File: src/rtl/s_core_boot_loader.sv
// Boot loader for s_core_pipelined: streams INSTR/REG/START_PC/END records into imem and regfile, then releases the core.
// Optional END checksum over INSTR data is enabled by defining BOOT_CHECKSUM_EN.
module s_core_boot_loader #(
    parameter int unsigned IMEM_DEPTH_WORDS = 1024,
    parameter int unsigned RELEASE_CYCLES   = 2
) (
    input  logic        clk,
    input  logic        rst,
    input  logic        i_start,
    input  logic        i_rec_valid,
    output logic        o_rec_ready,
    input  logic [1:0]  i_rec_type,
    input  logic [31:0] i_rec_addr,
    input  logic [31:0] i_rec_data,
    output logic        o_setup,
    output logic        o_inst_mem_we,
    output logic [31:0] o_inst_mem_addr,
    output logic [31:0] o_inst_mem_data,
    output logic        o_load_reg_we,
    output logic [4:0]  o_load_reg_addr,
    output logic [31:0] o_load_reg_data,
    output logic [31:0] o_pc_instr_start_addr,
    output logic        o_core_rst_n,
    output logic        o_busy,
    output logic        o_done,
    output logic        o_err,
    output logic [1:0]  o_err_code,
    output logic [15:0] o_instr_count
);

    typedef enum logic [2:0] {
        S_IDLE,
        S_LOAD,
        S_RELEASE,
        S_RUN,
        S_ERR
    } state_e;

    localparam logic [1:0]  REC_INSTR = 2'b00;
    localparam logic [1:0]  REC_REG   = 2'b01;
    localparam logic [1:0]  REC_PC    = 2'b10;
    localparam logic [32:0] IMEM_BYTES = 33'(IMEM_DEPTH_WORDS) << 2;
    localparam int unsigned RC_W = (RELEASE_CYCLES > 1) ? $clog2(RELEASE_CYCLES) : 1;
    localparam logic [RC_W-1:0] RC_LAST = RC_W'(RELEASE_CYCLES - 1);

    state_e            state_q, state_d;
    logic [RC_W-1:0]   rel_cnt_q, rel_cnt_d;
    logic              im_we_q, im_we_d;
    logic [31:0]       im_addr_q, im_addr_d;
    logic [31:0]       im_data_q, im_data_d;
    logic              rg_we_q, rg_we_d;
    logic [4:0]        rg_addr_q, rg_addr_d;
    logic [31:0]       rg_data_q, rg_data_d;
    logic [31:0]       pc_q, pc_d;
    logic              err_q, err_d;
    logic [1:0]        code_q, code_d;
    logic [15:0]       cnt_q, cnt_d;
`ifdef BOOT_CHECKSUM_EN
    logic [31:0]       csum_q, csum_d;
`endif

    logic accept;
    logic instr_ok;

    assign accept   = i_rec_valid && (state_q == S_LOAD);
    assign instr_ok = (i_rec_addr[1:0] == 2'b00) && ({1'b0, i_rec_addr} < IMEM_BYTES);

    always_comb begin
        state_d   = state_q;
        rel_cnt_d = rel_cnt_q;
        im_we_d   = 1'b0;
        im_addr_d = im_addr_q;
        im_data_d = im_data_q;
        rg_we_d   = 1'b0;
        rg_addr_d = rg_addr_q;
        rg_data_d = rg_data_q;
        pc_d      = pc_q;
        err_d     = err_q;
        code_d    = code_q;
        cnt_d     = cnt_q;
`ifdef BOOT_CHECKSUM_EN
        csum_d    = csum_q;
`endif
        unique case (state_q)
            S_IDLE, S_RUN, S_ERR: begin
                if (i_start) begin
                    state_d = S_LOAD;
                    cnt_d   = '0;
                    pc_d    = '0;
                    err_d   = 1'b0;
                    code_d  = '0;
`ifdef BOOT_CHECKSUM_EN
                    csum_d  = '0;
`endif
                end
            end
            S_LOAD: begin
                if (accept) begin
                    case (i_rec_type)
                        REC_INSTR: begin
                            if (instr_ok) begin
                                im_we_d   = 1'b1;
                                im_addr_d = i_rec_addr;
                                im_data_d = i_rec_data;
                                if (cnt_q != '1) cnt_d = cnt_q + 16'd1;
`ifdef BOOT_CHECKSUM_EN
                                csum_d    = csum_q ^ i_rec_data;
`endif
                            end else begin
                                state_d = S_ERR;
                                err_d   = 1'b1;
                                code_d  = 2'b01;
                            end
                        end
                        REC_REG: begin
                            // x0 is hardwired in the core, so writes to it are dropped
                            if (i_rec_addr[4:0] != 5'd0) begin
                                rg_we_d   = 1'b1;
                                rg_addr_d = i_rec_addr[4:0];
                                rg_data_d = i_rec_data;
                            end
                        end
                        REC_PC: pc_d = {i_rec_data[31:2], 2'b00};
                        default: begin
                            rel_cnt_d = '0;
`ifdef BOOT_CHECKSUM_EN
                            if (csum_q != i_rec_data) begin
                                state_d = S_ERR;
                                err_d   = 1'b1;
                                code_d  = 2'b10;
                            end else begin
                                state_d = S_RELEASE;
                            end
`else
                            state_d = S_RELEASE;
`endif
                        end
                    endcase
                end
            end
            S_RELEASE: begin
                if (rel_cnt_q == RC_LAST) state_d = S_RUN;
                else rel_cnt_d = rel_cnt_q + RC_W'(1);
            end
            default: state_d = S_IDLE;
        endcase
    end

    always_ff @(posedge clk or posedge rst) begin
        if (rst) begin
            state_q   <= S_IDLE;
            rel_cnt_q <= '0;
            im_we_q   <= 1'b0;
            im_addr_q <= '0;
            im_data_q <= '0;
            rg_we_q   <= 1'b0;
            rg_addr_q <= '0;
            rg_data_q <= '0;
            pc_q      <= '0;
            err_q     <= 1'b0;
            code_q    <= '0;
            cnt_q     <= '0;
`ifdef BOOT_CHECKSUM_EN
            csum_q    <= '0;
`endif
        end else begin
            state_q   <= state_d;
            rel_cnt_q <= rel_cnt_d;
            im_we_q   <= im_we_d;
            im_addr_q <= im_addr_d;
            im_data_q <= im_data_d;
            rg_we_q   <= rg_we_d;
            rg_addr_q <= rg_addr_d;
            rg_data_q <= rg_data_d;
            pc_q      <= pc_d;
            err_q     <= err_d;
            code_q    <= code_d;
            cnt_q     <= cnt_d;
`ifdef BOOT_CHECKSUM_EN
            csum_q    <= csum_d;
`endif
        end
    end

    // Core control decodes straight from the state register so it follows the same edge
    assign o_rec_ready           = (state_q == S_LOAD);
    assign o_busy                = (state_q == S_LOAD) || (state_q == S_RELEASE);
    assign o_done                = (state_q == S_RUN);
    assign o_core_rst_n          = (state_q == S_RUN);
    assign o_setup               = (state_q != S_RUN);
    assign o_inst_mem_we         = im_we_q;
    assign o_inst_mem_addr       = im_addr_q;
    assign o_inst_mem_data       = im_data_q;
    assign o_load_reg_we         = rg_we_q;
    assign o_load_reg_addr       = rg_addr_q;
    assign o_load_reg_data       = rg_data_q;
    assign o_pc_instr_start_addr = pc_q;
    assign o_err                 = err_q;
    assign o_err_code            = code_q;
    assign o_instr_count         = cnt_q;

endmodule

File: config.mk
export PLATFORM = sky130hd
export DESIGN_NAME = s_core_boot_loader
export DESIGN_NICKNAME = d
export VERILOG_FILES = /design/src/rtl/s_core_boot_loader.sv
export SDC_FILE = /design/constraint.sdc
export NUM_CORES = 1
export LEC_CHECK = 0
export CAP_MARGIN = 5
export CORE_MARGIN = 2
export CORE_UTILIZATION = 25
export DETAILED_ROUTE_END_ITERATION = 6
export PLACE_DENSITY = 0.6
export SLEW_MARGIN = 5
export SYNTH_ARGS = -nofsm -noshare
export SYNTH_HDL_FRONTEND = slang
export SYNTH_SLANG_ARGS = --single-unit
File: constraint.sdc
create_clock -name clk -period 5.9 [get_ports clk]
set_input_delay 0.59 -clock clk [delete_from_list [all_inputs] [get_ports clk]]
set_output_delay 0.59 -clock clk [all_outputs]
set_load 0.02 [all_outputs]
==> results.md <==
* Status: completed
* Root Driver: clkbuf_16
* Hold_buf cts at 0
* Required time worst endpoint at 5310 ps
* Total grt overflow at 0
* Die Width at 164 um
* Min cycle time layout at about 3200 ps
* Htree depth at 4
* Clock skew at between 15 and 20 ps
* RSZ-0062 raised after global routing: no
* Multi-input gate area at roughly 0.0023 mm^2
* Hold Fails Final Rpt at 0
* Synthesized area at roughly 0.0064 mm^2
* RD Place Congestion at 0.735
* Max VDD drop at between 0.00015 and 0.0002 V
* Maximum Capacitance Violations at 0
* Post-Place Cells at 1038
* Clock Latency Late Sink at 430 ps
* Drt via density at ~4.5
* Total area of sequential cells at between 0.003 and 0.004 mm^2
* Hold WS at 480 ps
* Antenna violations before repair at 0
* Total wire length at ~18000 um
* P per Cell Area at between 400 and 500 mW/mm^2
* Num rows at 58
* Period utilisation layout at between 50% and 60%
* Critical path cell sequence: nor2b_4 -> nand2b_1 -> inv_4 -> clkdlybuf4s50_1
* CP max stage cell: clkdlybuf4s50_1
* Final #Nets at around 800
* #FFs+latches synth at approximately 150
* Vias at between 4k and 5k
* Seq/Total Area, Yosys at approximately three fifths
* Post-CTS sizing at 0
* Die area at around 0.027 mm^2
* Synth Warn # at 0
* Worst-margin pin slew at 1210 ps
* Drt pass-1 iters at 4
* Crit end category: output pin
* Setup CP Type: reg2out
* TNS Setup at 0 ps
* Syn avg cell area at approximately 12 um^2
* Core area at between 0.02 and 0.03 mm^2
* Final number of max-transition violations at 0
* CTS tree: yes
* Max-slew headroom at the worst pin at a little under a fifth
* Largest net degree at the start of global routing at between 100 and 150
* Hold Crit Class: reg2reg
* CTS clk-pin slew, worst paths at about 70 ps
* Mapped Cells at 510
* First-pass GRT wire length at between 20000 and 30000 um
* I/O Pins at approximately 230
* Crit path arrival time at between 2000 and 3000 ps
* # setup viols final at 0
* Top_reg_cell synth: dfrtp_1
* Antenna Cells at 0
* Drt drc at 0
* Largest fanout on the critical path at 28
* Synth-to-Final Area Change at 49.3%
* Post-synth EDFFs at 0
* Post CTS Setup Buffer Count at 0
* Vias in the first global route at approximately 4.9k
* Initial core utilization at around 25%
* Crit path launch type: flop
* Cell Count, Final, Fillers Out at between 1k and 1.5k
* Die H at between 150 and 200 um
* Avg WL per Cell at approximately 17 um
* Leakage power total at roughly 4.2 nW
* Total track usage at between 10% and 20%
* CP max stage delay at 700 ps
* CTS buffer count at 17
* DRT antenna net count at 0
* I/O Buffers at approximately 230
* Async SR Flop Fraction at 100%
* Layout cells sized above 1 at between 10% and 20%
* CTS max path bufs at 2
* DP HPWL at between 10000 and 15000 um
* Distinct cell type count after synthesis at 52
* Initial DRC count at roughly 170
* Max Clk Rate at just over 300 MHz
* # clock sinks at ~150
* Delay-heaviest family, CP: buffers and inverters
* Buf+Inv Stages, Crit Path at 2
* Fill cell count at about 2.5k
## sequential cells by signal, indices dropped and copies added (netlist names)
register / count
o_err_code: 1
o_inst_mem_addr: 32
o_inst_mem_data: 32
o_inst_mem_we: 1
o_instr_count: 16
o_load_reg_addr: 5
o_load_reg_data: 32
o_load_reg_we: 1
o_pc_instr_start_addr: 30
rel_cnt_q: 1
state_q: 3
## area by class of cell
| class | count | share of cell area [%] |
|---|---|---|
| clock buffer | 17 | 4.48 |
| tap | 330 | 4.34 |
| inverter | 9 | 0.434 |
| multi-input combinational | 317 | 24.4 |
| clock inverter | 15 | 1.87 |
| sequential | 154 | 40.5 |
| timing repair buffer | 228 | 23.9 |
## worst reg2reg max path, delay by kind of cell, from the launching register on
kind	cells	cell delay, ps
buffers and inverters	1	430
multiplexers	1	580
flip-flops	1	520
AND/OR/NAND/NOR	4	1600
## worst paths after layout
path	start	endpoint	slack, ps	depth (start not counted)
hold / removal	o_pc_instr_start_addr[4]	o_pc_instr_start_addr[4]	480	2
setup / recovery	state_q[0]	o_rec_ready	2680	4
max in group asynchronous	rst	state_q[2]	3910	3
setup reg to reg	state_q[0]	o_load_reg_data[1]	2680	6
min in group asynchronous	rst	o_inst_mem_addr[27]	730	2
hold reg to reg	o_pc_instr_start_addr[4]	o_pc_instr_start_addr[4]	480	2
## layer usage
layer  vias up  track usage, %  share of wire [%]
li1       2223               -                  -
met1      2381            17.3                 44
met2       156            21.7                 47
met3         8            5.05                8.3
met4         0            3.71               0.77
met5         -               0                  0
## power breakdown
part           switching [mW]  internal, mW  leakage [nW]  total (mW)
Sequential              0.150          1.30          2.07        1.45
Combinational           0.844         0.682          1.83        1.53
Clock                   0.495         0.643         0.298        1.14
Total                    1.49          2.62          4.20        4.11
## placed cells by master (no fill, tap or decap), types with 3 or more instances in the layout
cell type and count:
nor3_1 3, dfrtp_1 154, nor4_1 8, inv_8 5, mux2_2 76, inv_1 7, or4_1 10, buf_4 3
a21oi_1 15, nor2_1 19, clkbuf_16 17, clkdlybuf4s50_1 225, nand3_1 6, mux2i_1 9, inv_6 5, o21ai_0 29
nand2_1 53, conb_1 3, and3_1 5, and2_1 22, o31ai_1 10, nand4_1 7, ha_1 5
## stage by stage
step	power, mW	cell area [um^2]	setup WS (ps)	util (%)
floorplan	2.29	6370	1160	-
global placement	2.99	8900	2420	35.4
detailed placement	3.01	8900	2450	35.4
CTS	4.18	9500	2590	37.9
global route	4.35	9500	2380	37.9
finish	4.11	9500	2680	37.9
## cell usage after synthesis (all sizes together), types with 2 or more instances
cell type  number  area share (%)
dfrtp         154              61
mux2           77              14
nand2          54             3.2
o21ai          30             2.4
buf            23             2.6
and2           22             2.2
nor2           20             1.3
a21oi          16             1.4
o31ai          10             1.2
or4            10             1.2
clkbuf          9            0.53
inv             9            0.57
mux2i           9             1.4
nand4           8            0.88
nor4            8            0.79
nand3           6            0.47
and3            5            0.49
ha              5            0.98
nor3            3            0.24
a21o            2            0.24
a22o            2            0.28
and4            2            0.28
nand2b          2            0.20
nor2b           2            0.31
o21a            2            0.24
o22ai           2            0.20
or4b            2            0.31
## cells by family after synthesis
group	after synthesis	synth area share (%)
flip-flops	154	60.5
AND/OR/NAND/NOR	147	12.2
multiplexers	86	15.0
AO/OA/AOI/OAI	75	7.41
buffers and inverters	41	3.67
adder cells (fa/ha/maj)	5	0.983
other	1	0.0589
XOR/XNOR	1	0.138
Power figures use the tool's default switching activity.
